**src/rtl/uart_cmd_pkg.sv**
```systemverilog
// Shared types and constants for the UART command-frame controller.
package uart_cmd_pkg;

    typedef enum logic [2:0] {
        IDLE    = 3'd0,
        HDR_OK  = 3'd1,
        GOT_CMD = 3'd2,
        GOT_DH  = 3'd3,
        GOT_DL  = 3'd4,
        PEND    = 3'd5
    } state_t;

    localparam logic [1:0] ERR_CSUM = 2'b01;
    localparam logic [1:0] ERR_TO   = 2'b10;
    localparam logic [1:0] ERR_OVR  = 2'b11;

    localparam logic [7:0] DEFAULT_HEADER      = 8'hAA;
    localparam int         DEFAULT_TIMEOUT_CYC = 50000;

    // 8-bit sum, carries discarded
    function automatic logic [7:0] frame_csum(input logic [7:0] c,
                                              input logic [7:0] dh,
                                              input logic [7:0] dl);
        return c + dh + dl;
    endfunction

    function automatic logic [7:0] sat_inc(input logic [7:0] v);
        return (v == 8'hFF) ? v : v + 8'd1;
    endfunction

endpackage

```
**src/rtl/uart_byte_timer.sv**
```systemverilog
// Inter-byte timeout: reloads on clear, counts down while enabled, flags
// expiry once the full window has elapsed without a reload.
module uart_byte_timer
    import uart_cmd_pkg::*;
#(
    parameter int TIMEOUT_CYC = DEFAULT_TIMEOUT_CYC,
    parameter int TO_W        = 16
) (
    input  logic clk,
    input  logic rst,
    input  logic clear,
    input  logic enable,
    output logic expire
);

    localparam logic [TO_W-1:0] LOAD_VAL = TO_W'(TIMEOUT_CYC - 1);

    logic [TO_W-1:0] cnt;

    always_ff @(posedge clk) begin
        if (rst) begin
            cnt <= '0;
        end else if (clear) begin
            cnt <= LOAD_VAL;
        end else if (enable && (cnt != '0)) begin
            cnt <= cnt - TO_W'(1);
        end
    end

    assign expire = enable && (cnt == '0);

endmodule

```
**src/rtl/uart_cmd_ctrl.sv**
```systemverilog
// Frame assembler/validator behind the UART byte receiver; hands validated
// commands downstream over valid/ack and reports frame errors.
//
//   state   | meaning
//   --------+-----------------------------------------------
//   IDLE    | hunting for the header byte
//   HDR_OK  | header seen, waiting for command byte
//   GOT_CMD | command latched, waiting for data high
//   GOT_DH  | data high latched, waiting for data low
//   GOT_DL  | data low latched, waiting for checksum
//   PEND    | command presented on cmd_*, waiting for ack
module uart_cmd_ctrl
    import uart_cmd_pkg::*;
#(
    parameter logic [7:0] HEADER      = DEFAULT_HEADER,
    parameter int         TIMEOUT_CYC = DEFAULT_TIMEOUT_CYC,
    parameter int         TO_W        = 16
) (
    input  logic        clk,
    input  logic        rst,
    input  logic [7:0]  rx_data,
    input  logic        rx_data_ready,
    output logic        cmd_valid,
    output logic [7:0]  cmd_code,
    output logic [15:0] cmd_data,
    input  logic        cmd_ack,
    output logic        err_pulse,
    output logic [1:0]  err_code,
    output logic [7:0]  frame_cnt,
    output logic [7:0]  err_cnt,
    output logic        busy
);

    state_t     state;
    logic [7:0] cmd_r;
    logic [7:0] dh_r;
    logic [7:0] dl_r;
    logic       in_frame;
    logic       to_clear;
    logic       to_expire;

    assign in_frame = (state == HDR_OK) || (state == GOT_CMD) ||
                      (state == GOT_DH) || (state == GOT_DL);
    assign to_clear = rx_data_ready || !in_frame;

    uart_byte_timer #(
        .TIMEOUT_CYC (TIMEOUT_CYC),
        .TO_W        (TO_W)
    ) u_timer (
        .clk    (clk),
        .rst    (rst),
        .clear  (to_clear),
        .enable (in_frame),
        .expire (to_expire)
    );

    always_ff @(posedge clk) begin
        if (rst) begin
            state     <= IDLE;
            busy      <= 1'b0;
            cmd_valid <= 1'b0;
            cmd_code  <= '0;
            cmd_data  <= '0;
            err_pulse <= 1'b0;
            err_code  <= '0;
            frame_cnt <= '0;
            err_cnt   <= '0;
            cmd_r     <= '0;
            dh_r      <= '0;
            dl_r      <= '0;
        end else begin
            err_pulse <= 1'b0;
            case (state)
                IDLE: begin
                    if (rx_data_ready && (rx_data == HEADER)) begin
                        state <= HDR_OK;
                        busy  <= 1'b1;
                    end
                end
                HDR_OK, GOT_CMD, GOT_DH, GOT_DL: begin
                    // a byte on the expiry cycle takes priority over the timeout
                    if (rx_data_ready) begin
                        case (state)
                            HDR_OK: begin
                                cmd_r <= rx_data;
                                state <= GOT_CMD;
                            end
                            GOT_CMD: begin
                                dh_r  <= rx_data;
                                state <= GOT_DH;
                            end
                            GOT_DH: begin
                                dl_r  <= rx_data;
                                state <= GOT_DL;
                            end
                            default: begin
                                if (frame_csum(cmd_r, dh_r, dl_r) == rx_data) begin
                                    state     <= PEND;
                                    cmd_valid <= 1'b1;
                                    cmd_code  <= cmd_r;
                                    cmd_data  <= {dh_r, dl_r};
                                    frame_cnt <= frame_cnt + 8'd1;
                                end else begin
                                    state     <= IDLE;
                                    busy      <= 1'b0;
                                    err_pulse <= 1'b1;
                                    err_code  <= ERR_CSUM;
                                    err_cnt   <= sat_inc(err_cnt);
                                end
                            end
                        endcase
                    end else if (to_expire) begin
                        state     <= IDLE;
                        busy      <= 1'b0;
                        err_pulse <= 1'b1;
                        err_code  <= ERR_TO;
                        err_cnt   <= sat_inc(err_cnt);
                    end
                end
                PEND: begin
                    if (rx_data_ready) begin
                        err_pulse <= 1'b1;
                        err_code  <= ERR_OVR;
                        err_cnt   <= sat_inc(err_cnt);
                    end
                    if (cmd_ack) begin
                        cmd_valid <= 1'b0;
                        state     <= IDLE;
                        busy      <= 1'b0;
                    end
                end
                default: begin
                    state     <= IDLE;
                    busy      <= 1'b0;
                    cmd_valid <= 1'b0;
                end
            endcase
        end
    end

endmodule

```
**config.mk**
```make
export PLATFORM = sky130hd
export DESIGN_NAME = uart_cmd_ctrl
export DESIGN_NICKNAME = d
export VERILOG_FILES = /design/src/rtl/uart_cmd_pkg.sv /design/src/rtl/uart_byte_timer.sv /design/src/rtl/uart_cmd_ctrl.sv
export SDC_FILE = /design/constraint.sdc
export NUM_CORES = 1
export LEC_CHECK = 0
export ABC_AREA = 1
export BUFFER_PORTS_ARGS = -buffer_cell sky130_fd_sc_hd__buf_4
export CAP_MARGIN = 20
export CORE_ASPECT_RATIO = 1.25
export CORE_MARGIN = 3
export CORE_UTILIZATION = 56
export CTS_BUF_LIST = sky130_fd_sc_hd__clkbuf_16
export DETAILED_ROUTE_END_ITERATION = 7
export GPL_TIMING_DRIVEN = 1
export PLACE_DENSITY_LB_ADDON = 0.3
export RECOVER_POWER = 100
export SYNTH_ARGS = -nofsm -noshare
export SYNTH_HDL_FRONTEND = slang
export SYNTH_SLANG_ARGS = --single-unit
```
**constraint.sdc**
```tcl
create_clock -name clk -period 8.55 [get_ports clk]
set_input_delay 1.2825 -clock clk [delete_from_list [all_inputs] [get_ports clk]]
set_output_delay 1.2825 -clock clk [all_outputs]
set_load 0.05 [all_outputs]
```
* Word-level counts from Yosys, hierarchy flattened
Cells that the tools add are included.
** Storage, ports and cells
- Input bits :: 12
- Bits in registers :: 88
- Bits in read-only memories :: 0
- Output and inout port bits :: 45
- Memories :: 0
- Bits in latches :: 0
- Memory bits (writable) :: 0
- Logic and storage cells :: 101
** Operators by class
- Reductions and logical operators :: 24
- Multiplexer cells :: 39
- Div/mod/pow operators :: 0
- Eq/ne operators :: 17
- Bitwise logic cells :: 2
- $lt $le $gt $ge :: 0
- Shift-type cells :: 0
- Multipliers :: 0
- Add/sub/neg operators :: 5
** Operators with widths (number)
- 2-to-1 mux 8 bit :: 6
- 2-to-1 mux 16 bit :: 2
- case mux 3 bit (3 select lines) :: 2
- adder 8 x 1 -> 8 bit, second input constant :: 2
- adder 8 bit :: 2
- equality test 8 bit, second input constant :: 2
- logical NOT 16 bit :: 1
- case mux 8 bit (2 select lines) :: 1
- nonzero test 16 bit :: 1
- subtractor 16 x 1 -> 16 bit, second input constant :: 1
- 2-to-1 mux 3 bit :: 5
- AND reduction 5 bit :: 3
- 2-to-1 mux 1 bit :: 14
- inequality test 2 bit, second input constant :: 6
- AND reduction 3 bit :: 4
- 2-to-1 mux 2 bit :: 5
- inequality test 3 bit, second input constant :: 3
- equality test 8 bit :: 1
- equality test 3 x 2 -> 1 bit, second input constant :: 2
- equality test 3 bit, second input constant :: 2
- case mux 1 bit (3 select lines) :: 2
- logical OR 1 bit :: 4
- case mux 2 bit (2 select lines) :: 1
- AND reduction 4 bit :: 1
- 10 further kinds :: 14

* Logic depth before layout (Yosys ltp)
Gate-level depths: netlist of the first run.
- Depth in word-level cells :: 8
- Depth in mapped cells :: 20
- Gate-level depth less buffers :: 20

* Cells and area by module
Synthesis of the first run repeated with hierarchy kept, for this count alone.
** Second synthesis, totals
- Cells, all modules :: 682
- Area total of the unflattened synthesis :: 4799.6 sq um
** Modules (own cells, without submodules)
- uart_cmd_ctrl :: times used 1, seq. area each 1441.4 sq um, area each 3737.3 sq um, cells an instance 513
- uart_byte_timer :: times used 1, seq. area each 320.3 sq um, area each 1062.3 sq um, cells an instance 169

* Least setup slack after synthesis of the first run
No wires, ideal clock.
- Kind :: register to register
- From :: register cmd_r[1]
- To :: register frame_cnt[0]
- Setup time :: 0.141 ns
- Period minus slack after synthesis :: 2.772 ns
- Slack :: 5.778 ns
- Cell stages (with the launch flop) :: 14
- Required time :: 8.409 ns
- Buffers on the path :: 1
- Data arrival time :: 2.631 ns
- Cell sequence :: dfxtp_1 -> fa_1 -> ha_1 -> fa_1 -> nand2_1 -> nand2_1 -> nand2_1 -> nor2_1 -> nand3_1 -> nor2_1 -> nand3_2 -> nor3_4 -> buf_4 -> a21oi_2
** Between the ends
- Word-level cells in the longest chain between the ends :: 4
** RTL lines
- start: declaration :: line uart_cmd_ctrl.sv:35 : logic [7:0] cmd_r;
- start signal: assignment :: line uart_cmd_ctrl.sv:85 : cmd_r <= rx_data;
- adder 8 bit (2 in a row) :: line uart_cmd_pkg.sv:24 : return c + dh + dl;
- equality test 8 bit :: line uart_cmd_ctrl.sv:97 : if (frame_csum(cmd_r, dh_r, dl_r) == rx_data) begin
- AND reduction 4 bit (no line)
- end signal: assignment :: line uart_cmd_ctrl.sv:102 : frame_cnt <= frame_cnt + 8'd1;
- end: declaration :: line uart_cmd_ctrl.sv:29 : output logic [7:0] frame_cnt,
Every way passes these cells.
A chain may end at the register's enable or synchronous reset.

* Worst setup path after layout of the first run
- From :: register cmd_r[1]
- To :: register cmd_code[3]
** Between the ends
- Word-level cells in the longest chain between the ends :: 4
** RTL lines
- adder 8 bit (2 in a row) :: line uart_cmd_pkg.sv:24
- equality test 8 bit :: line uart_cmd_ctrl.sv:97
- AND reduction 4 bit (no line)
- end signal: assignment :: line uart_cmd_ctrl.sv:100 : cmd_code <= cmd_r;
- end: declaration :: line uart_cmd_ctrl.sv:24 : output logic [7:0] cmd_code,
Every way passes these cells.

==> results of run 1 <==
## cells by family after synthesis
family / count (synthesis) / synth area share, %
simple gates: 207 / 21.0
compound gates: 146 / 19.4
buf+inv: 99 / 9.15
flops: 88 / 39.9
xor+xnor: 22 / 4.36
fa+ha+maj: 17 / 6.18
## metrics by stage
stage / util, % / std cells
after floorplan: - / 579
after global placement: 64.6 / 711
after detailed placement: 64.6 / 711
after CTS: 68.9 / 727
after global routing: 65.9 / 727
final: 65.9 / 727
## final cells by class
class | count | area (um^2)
flip-flops and latches | 88 | 1760
inverters | 81 | 304
multi-input cells | 392 | 2200
repair buffers | 58 | 251
clock buffers | 9 | 225
fillers | 677 | 2570
clock inverters | 7 | 100
well taps | 92 | 115
## state kept, by name (all words and copies together), names as in the netlist
| register | count |
|---|---|
| state | 3 |
| err_code | 2 |
| cmd_valid | 1 |
| cmd_data | 16 |
| err_pulse | 1 |
| frame_cnt | 8 |
| cmd_r | 8 |
| dh_r | 8 |
| u_timer.cnt | 16 |
| dl_r | 8 |
| err_cnt | 8 |
| busy | 1 |
| cmd_code | 8 |
## synth_stat cells
| library cell | n |
|---|---|
| nand4_1 | 18 |
| nand3_1 | 24 |
| a21oi_4 | 1 |
| xor2_1 | 13 |
| or2_2 | 1 |
| nand3_2 | 2 |
| a221oi_1 | 1 |
| a211oi_1 | 2 |
| a21oi_1 | 57 |
| o21ai_1 | 20 |
| buf_2 | 2 |
| nor2_1 | 50 |
| nand2_2 | 3 |
| nand3b_1 | 2 |
| nor3_1 | 7 |
| nand3_4 | 1 |
| buf_4 | 2 |
| buf_6 | 3 |
| clkbuf_1 | 11 |
| fa_1 | 8 |
| nor2_2 | 2 |
| ha_1 | 9 |
| a21oi_2 | 21 |
| nor3_4 | 1 |
| xnor2_1 | 9 |
| o22ai_1 | 1 |
| nand2_1 | 95 |
| o21a_1 | 3 |
| o21ai_0 | 33 |
| nor3b_1 | 1 |
| a31oi_1 | 2 |
| inv_2 | 4 |
| o211ai_1 | 1 |
| dfxtp_1 | 88 |
| o21ai_2 | 4 |
| inv_1 | 77 |
## critical path, cell delays in order (launching register included)
cell      delay (ps)
dfxtp_1          330
fa_1             540
ha_1             210
fa_1             450
inv_1             70
nand2_1           50
nand2_1           50
nand2_1           50
nor2_1            80
nand3_1           70
nor2_1            90
nand3_1          190
nor3_4           160
clkbuf_1        1820
o21ai_0          350
a21oi_2          220
## final timing paths
kind	from	end	slack, ps	cells after the start
min reg2reg	err_code[0]	err_code[0]	470	2
max reg2reg	cmd_r[1]	cmd_code[3]	3700	15
max	cmd_r[1]	cmd_code[3]	3700	15
min	err_code[0]	err_code[0]	470	2
## routing by layer
metal  GRT usage, %  wire length [um]
met1           26.4              4110
met2           42.2              5110
met3           4.38               434
met4           10.3               235
met5              0                 0
## where the power goes
| part | internal (mW) | total (mW) | switching, mW |
|---|---|---|---|
| registers | 0.447 | 0.474 | 0.0277 |
| clock network | 0.260 | 0.434 | 0.175 |
| logic | 0.0946 | 0.338 | 0.244 |
==> impl_metrics.env, run 1 <==
export IMPL_status="complete, but fails checks"
export IMPL_violations="max-capacitance violations, max-slew violations"
export IMPL_drive_above_1_share_pct=8.50
export IMPL_grt_max_degree=54
export IMPL_coreArea_mm2=0.00753
export IMPL_clock_latency_ps=350
export IMPL_finalCritPeriodShare_pct=56.7
export IMPL_skew_ps=8.56
export IMPL_yosys_warnings=0
export IMPL_cts_inserted_buffers=9
export IMPL_vias=3944
export IMPL_cts_root_buf="clkbuf_16"
export IMPL_ant_nets=0
export IMPL_endpoint_kind="flip-flop"
export IMPL_final_cell_mix="nand2_1, dfxtp_1, inv_1"
export IMPL_avgViaCountPerCell=5.43
export IMPL_synth_top_area_share_pct=39.9
export IMPL_crit_fanout=53
export IMPL_clockBufferDepth=2
export IMPL_row_count=35
export IMPL_grt_pass1_wl_mm=17.3
export IMPL_final_common_cell="nand2_1"
export IMPL_wl_per_cell_um=13.6
export IMPL_die_w_um=85.4
export IMPL_rsz0062_at_grt="no"
export IMPL_synth_seq_area_share_pct=39.9
export IMPL_finalSetupViolCount=0
export IMPL_power_mw=1.25
export IMPL_hold_path_class="flip-flop to flip-flop"
export IMPL_gp_congestion=0.872
export IMPL_placed_area_mm2=0.00487
export IMPL_clock_sinks=88
export IMPL_syn_area_mm2=0.00442
export IMPL_fin_ws_ps=3700
export IMPL_diodes=0
export IMPL_cts_tree="built"
export IMPL_drv_slew=54
export IMPL_final_cell_area_mm2=0.00496
export IMPL_htree_num_levels=3
export IMPL_setup_tns_ps=0
export IMPL_wl_mm=9.89
export IMPL_nets=659
export IMPL_yosys_top_cells_area="dfxtp_1, nand2_1, inv_1, a21oi_1, nor2_1"
export IMPL_die_y_um=105
export IMPL_cap_viol_max_count=1
export IMPL_grt_overflow=0
export IMPL_ys_types=36
export IMPL_syn_to_final_growth_pct=12.4
export IMPL_post_cts_buffers=0
export IMPL_floorplan_initialDensity_pct=58.6
export IMPL_ctsHoldBuffers=0
export IMPL_min_period_ps=4850
export IMPL_grt_pass1_vias=3946
export IMPL_io_pins=57
export IMPL_port_buffers=56
export IMPL_cp_arrival_ps=5100
export IMPL_track_usage_pct=23.4
export IMPL_max_freq_ghz=0.206
export IMPL_pre_cts_slack_ps=5220
export IMPL_ys_ff_latch=88
export IMPL_antenna_found_initial=0
export IMPL_synth_cells=579
export IMPL_hold_viol=0
export IMPL_vdd_ir_drop_worst_mv=0.164
export IMPL_die_area_mm2=0.00899
export IMPL_critPathKind="flip-flop to flip-flop"
export IMPL_p_per_area_mw_per_mm2=251
export IMPL_dr_pass1_iters=4
export IMPL_dp_hpwl_mm=6.88
export IMPL_syn_num_nets=608
export IMPL_worstPathRequired_ps=8810
export IMPL_leakage_nw=2.11
export IMPL_whs_ps=473
export IMPL_cts_resized=0
export IMPL_critPathLaunchType="flip-flop"
export IMPL_synth_top_area_cell="dfxtp_1"
export IMPL_clkSlewWorstSetupHoldPaths_ps=60
export IMPL_drcViolationCount=0
export IMPL_tightest_slew_ps=2530
export IMPL_synth_area_per_cell_um2=7.63
export IMPL_relSlewSlack_pct=-68.6
export IMPL_drt_initial_drc_count=248
(Power assumes the default switching activity.)
==> run 2: changes to the inputs <==
--- a/config.mk
+++ b/config.mk
@@ -10,7 +10,7 @@
 export CAP_MARGIN = 20
 export CORE_ASPECT_RATIO = 1.25
 export CORE_MARGIN = 3
-export CORE_UTILIZATION = 56
+export CORE_UTILIZATION = 52
 export CTS_BUF_LIST = sky130_fd_sc_hd__clkbuf_16
 export DETAILED_ROUTE_END_ITERATION = 7
 export GPL_TIMING_DRIVEN = 1
==> constraint.sdc (replaced) <==
create_clock -name clk -period 4.38 [get_ports clk]
set_input_delay 0.657 -clock clk [delete_from_list [all_inputs] [get_ports clk]]
set_output_delay 0.657 -clock clk [all_outputs]
set_load 0.05 [all_outputs]
==> impl_metrics.env, run 2 (synthesized netlist as in run 1, its figures left out) <==
export IMPL_setup_tns_ps=0
export IMPL_fin_ws_ps=662
export IMPL_cp_common_cell="nand2_1"
export IMPL_cts_root_buf="clkbuf_16"
export IMPL_final_cell_mix="nand2_1, dfxtp_1, inv_1"
export IMPL_met3_length_um=435
export IMPL_dr_pass1_iters=5
export IMPL_rsz0062_at_grt="no"
export IMPL_power_mw=2.32
export IMPL_min_period_ps=3720
export IMPL_crit_chain="fa_1 > ha_1 > fa_1 > inv_1 > nand2_1 > nand2_1 > nand2_1 > nor2_1 > nand3_1 > nor2_1 > nand3_1 > nor3_4 > clkbuf_2 > o21ai_0 > a21oi_2"
export IMPL_finalCritPeriodShare_pct=84.9
export IMPL_cts_tree="built"
export IMPL_ctsHoldBuffers=0
export IMPL_post_cts_buffers=0
export IMPL_cts_resized=0
export IMPL_clockBufferDepth=2
export IMPL_port_buffers=56
export IMPL_vias=3916
export IMPL_clkSlewWorstSetupHoldPaths_ps=60
export IMPL_endpoint_kind="flip-flop"
export IMPL_cts_inserted_buffers=9
export IMPL_grt_max_degree=37
export IMPL_avgViaCountPerCell=5.36
export IMPL_crit_buf_inv=2
export IMPL_min_from="err_code[0]"
export IMPL_cap_viol_max_count=0
export IMPL_critical_path_slowest_cell="fa_1"
export IMPL_worstPathRequired_ps=4650
export IMPL_final_cells=731
export IMPL_p_per_area_mw_per_mm2=470
export IMPL_grt_pass1_wl_mm=16.3
export IMPL_fin_util_pct=61.5
export IMPL_dp_cells=715
export IMPL_drv_slew=0
export IMPL_wl_per_cell_um=13.4
export IMPL_die_y_um=109
export IMPL_htree_num_levels=3
export IMPL_leakage_nw=2.11
export IMPL_grt_overflow=0
export IMPL_floorplan_initialDensity_pct=55.1
export IMPL_die_w_um=88.4
export IMPL_critPathKind="flip-flop to flip-flop"
export IMPL_critPathLaunchType="flip-flop"
export IMPL_wl_met1_mm=4.13
export IMPL_highest_layer="met4"
export IMPL_gp_congestion=0.892
export IMPL_diodes=0
export IMPL_max_freq_ghz=0.269
export IMPL_holdPathStages=2
export IMPL_pre_cts_slack_ps=844
export IMPL_whs_ps=473
export IMPL_cp_top_family="adder cells"
export IMPL_drive_above_1_share_pct=8.33
export IMPL_met2WireLength_mm=5.07
export IMPL_hold_viol=0
export IMPL_finalSetupViolCount=0
export IMPL_wl_mm=9.81
export IMPL_reg2reg_from="cmd_r[1]"
export IMPL_cp_arrival_ps=3990
export IMPL_track_usage_pct=21.4
export IMPL_min_to="err_code[0]"
export IMPL_row_count=36
export IMPL_coreArea_mm2=0.00802
export IMPL_final_common_cell="nand2_1"
export IMPL_clock_sinks=88
export IMPL_reg2reg_depth=15
export IMPL_cpPeakStageDelay_ps=560
export IMPL_dp_hpwl_mm=7.10
export IMPL_placed_area_mm2=0.00488
export IMPL_crit_fanout=20
export IMPL_nets=660
export IMPL_reg2reg_slack_ps=660
export IMPL_hold_path_class="flip-flop to flip-flop"
export IMPL_final_cell_area_mm2=0.00493
export IMPL_io_pins=57
export IMPL_reg_top3="cmd_data (16), u_timer.cnt (16)"
export IMPL_vdd_ir_drop_worst_mv=0.264
export IMPL_drcViolationCount=0
export IMPL_clock_latency_ps=330
export IMPL_tightest_slew_ps=1300
export IMPL_die_area_mm2=0.00964
export IMPL_ant_nets=0
export IMPL_rr_endpoint="cmd_data[13]"
export IMPL_drt_initial_drc_count=296
export IMPL_syn_to_final_growth_pct=11.7
export IMPL_skew_ps=4.89
export IMPL_grt_pass1_vias=3704
export IMPL_status="finished clean"
export IMPL_antenna_found_initial=0
export IMPL_relSlewSlack_pct=13.7
run 2: power by group:
part | internal, mW | switching (mW)
clock | 0.432 | 0.296
combinational | 0.186 | 0.476
sequential | 0.872 | 0.0547
total | 1.49 | 0.827
run 2: how the worst max path moves through the flow:
stage                     startpoint           end  slack (ps)  cells past startpoint
after global placement      cmd_r[1]  frame_cnt[3]        1070                     17
after CTS                   cmd_r[1]  frame_cnt[3]         800                     17
after global routing        cmd_r[1]   cmd_data[5]         300                     15
after detailed placement    cmd_r[1]  frame_cnt[3]         840                     17
final                       cmd_r[1]  cmd_data[13]         660                     15
after floorplan             cmd_r[1]  frame_cnt[0]        1610                     13
run 2: routing by layer:
layer / global-route usage, % / up-vias
li1: - / 2007
met1: 25.6 / 1812
met2: 37.8 / 82
met3: 3.63 / 15
met4: 8.42 / 0
met5: 0 / -
run 2: layout make-up:
type / instances / area (um^2)
Fill cell: 763 / 3090
Multi-Input combinational cell: 392 / 2210
Sequential cell: 88 / 1760
Inverter: 81 / 304
Timing Repair Buffer: 59 / 262
Clock buffer: 9 / 225
Tap cell: 95 / 119
Clock inverter: 7 / 55.1
run 2: worst min-delay path: cells and delay by family, from the launching register on:
| kind | cells | cell delay [ps] |
|---|---|---|
| AOI/OAI and AO/OA | 1 | 50 |
| DFF | 1 | 310 |
| and+or+nand+nor | 1 | 60 |
==> run 3: changes to the inputs <==
==> constraint.sdc (replaced) <==
create_clock -name clk -period 3.35 [get_ports clk]
set_input_delay 0.5025 -clock clk [delete_from_list [all_inputs] [get_ports clk]]
set_output_delay 0.5025 -clock clk [all_outputs]
set_load 0.05 [all_outputs]
==> impl_metrics.env, run 3 (synthesized netlist as in run 1, its figures left out) <==
export IMPL_status="finished clean"
export IMPL_drive_above_1_share_pct=9.89
export IMPL_tightest_slew_ps=659
export IMPL_avgViaCountPerCell=5.36
export IMPL_clock_sinks=88
export IMPL_final_cell_mix="nand2_1, dfxtp_1, inv_1"
export IMPL_wl_mm=9.77
export IMPL_cts_root_buf="clkbuf_16"
export IMPL_relSlewSlack_pct=55.9
export IMPL_power_frac_seq_pct=37.9
export IMPL_dp_hpwl_mm=7.06
export IMPL_floorplan_initialDensity_pct=55.1
export IMPL_coreArea_mm2=0.00802
export IMPL_cts_resized=0
export IMPL_p_sw_share_pct=34.0
export IMPL_critPathLaunchType="flip-flop"
export IMPL_setup_tns_ps=0
export IMPL_dp_cells=716
export IMPL_max_freq_ghz=0.329
export IMPL_drv_slew=0
export IMPL_critPathKind="flip-flop to flip-flop"
export IMPL_die_area_mm2=0.00964
export IMPL_antenna_found_initial=0
export IMPL_p_per_area_mw_per_mm2=636
export IMPL_whs_ps=461
export IMPL_htree_num_levels=3
export IMPL_finalCritPeriodShare_pct=90.8
export IMPL_comb_power_share_pct=27.2
export IMPL_cts_inserted_buffers=9
export IMPL_hold_path_class="flip-flop to flip-flop"
export IMPL_cellInternalPower_mw=2.11
export IMPL_finalSetupViolCount=0
export IMPL_nets=661
export IMPL_drt_initial_drc_count=186
export IMPL_clock_latency_ps=340
export IMPL_fillers=746
export IMPL_io_pins=57
export IMPL_final_common_cell="nand2_1"
export IMPL_placed_area_mm2=0.00488
export IMPL_reg_top3="cmd_data (16), u_timer.cnt (16)"
export IMPL_die_y_um=109
export IMPL_worstPathRequired_ps=3630
export IMPL_fin_ws_ps=307
export IMPL_ant_nets=0
export IMPL_cp_arrival_ps=3320
export IMPL_final_cells=732
export IMPL_wl_per_cell_um=13.3
export IMPL_die_w_um=88.4
export IMPL_final_cell_area_mm2=0.00502
export IMPL_rsz0062_at_grt="yes"
export IMPL_clkSlewWorstSetupHoldPaths_ps=60
export IMPL_vias=3921
export IMPL_grt_overflow=0
export IMPL_gp_congestion=0.844
export IMPL_dr_pass1_iters=4
export IMPL_syn_to_final_growth_pct=13.8
export IMPL_drcViolationCount=0
export IMPL_vdd_ir_drop_worst_mv=0.381
export IMPL_cts_tree="built"
export IMPL_hold_viol=0
export IMPL_track_usage_pct=21.6
export IMPL_port_buffers=56
export IMPL_pre_cts_slack_ps=312
export IMPL_skew_ps=7.33
export IMPL_crit_fanout=28
export IMPL_clkPwrFrac_pct=34.9
export IMPL_clockBufferDepth=2
export IMPL_leakage_nw=2.14
export IMPL_cap_viol_max_count=0
export IMPL_min_period_ps=3040
export IMPL_row_count=36
export IMPL_endpoint_kind="flip-flop"
export IMPL_grt_pass1_vias=3790
export IMPL_grt_max_degree=40
export IMPL_switching_power_mw=1.09
export IMPL_diodes=0
export IMPL_grt_pass1_wl_mm=16.4
run 3: changes by cell type in the layout (fill, tap and decap cells not counted), moves of 2 or more:
cell,delta
o21ai_0,-17
buf_4,+5
bufinv_16,+2
nand3_2,+2
inv_1,-3
nand3_1,-2
clkbuf_1,-2
o21ai_1,+16
clkbuf_2,-2
run 3: cell type report:
class	count	area [um^2]	share of cell area [%]
clock buffer	9	225	4.48
clock inverter	7	110	2.19
sequential	88	1760	35.1
inverter	81	304	6.05
timing repair buffer	60	282	5.60
multi-input combinational	392	2220	44.2
tap	95	119	2.37
run 3: worst paths after layout:
| check | to | depth (start not counted) | slack [ps] | startpoint |
|---|---|---|---|---|
| setup / recovery | cmd_code[6] | 14 | 310 | cmd_r[1] |
| hold / removal | err_code[1] | 2 | 460 | err_code[1] |
| setup reg to reg | cmd_code[6] | 14 | 310 | cmd_r[1] |
| hold reg to reg | err_code[1] | 2 | 460 | err_code[1] |
run 3: power groups by stage:
stage	Combinational, mW	Sequential, mW	Clock (mW)
2_1_floorplan	0.606	1.30	0
3_3_place_gp	0.883	1.23	0
3_5_place_dp	0.894	1.23	0
5_1_grt	1.00	1.22	1.18
4_1_cts	0.904	1.21	1.14
6_report	0.869	1.21	1.12
run 3: repair_timing:
| item | CTS | global route |
|---|---|---|
| endpoints found under the setup margin | 0 | 1 |
| hold buffers | 0 | 0 |
| buffers inserted | 0 | 0 |
run 3: through the flow:
step                      power [mW]  util [%]
after global placement          2.11      60.9
final                           3.20      62.7
after detailed placement        2.13      60.9
after global routing            3.41      62.7
after floorplan                 1.91         -
after CTS                       3.25      65.1
run 3: worst max-delay path, stage by stage (launching register included):
cell and delay [ps]:
dfxtp_1 330, fa_1 490, ha_1 250, fa_1 500, nand2_1 60, nand2_1 60, nand2_1 50, nor2_1 80
nand3_1 70, nor2_1 130, nand3_2 160, nor3_4 170, buf_4 360, o21ai_0 150, a21oi_2 120
run 3: per-layer routing:
metal  track usage, %  vias to the layer above  routed length (um)
met2             38.9                       76                5080
met1             24.4                     1818                4130
li1                 -                     2007                   -
met3             2.87                       20                 327
met5                0                        -                   0
met4             10.9                        0                 239
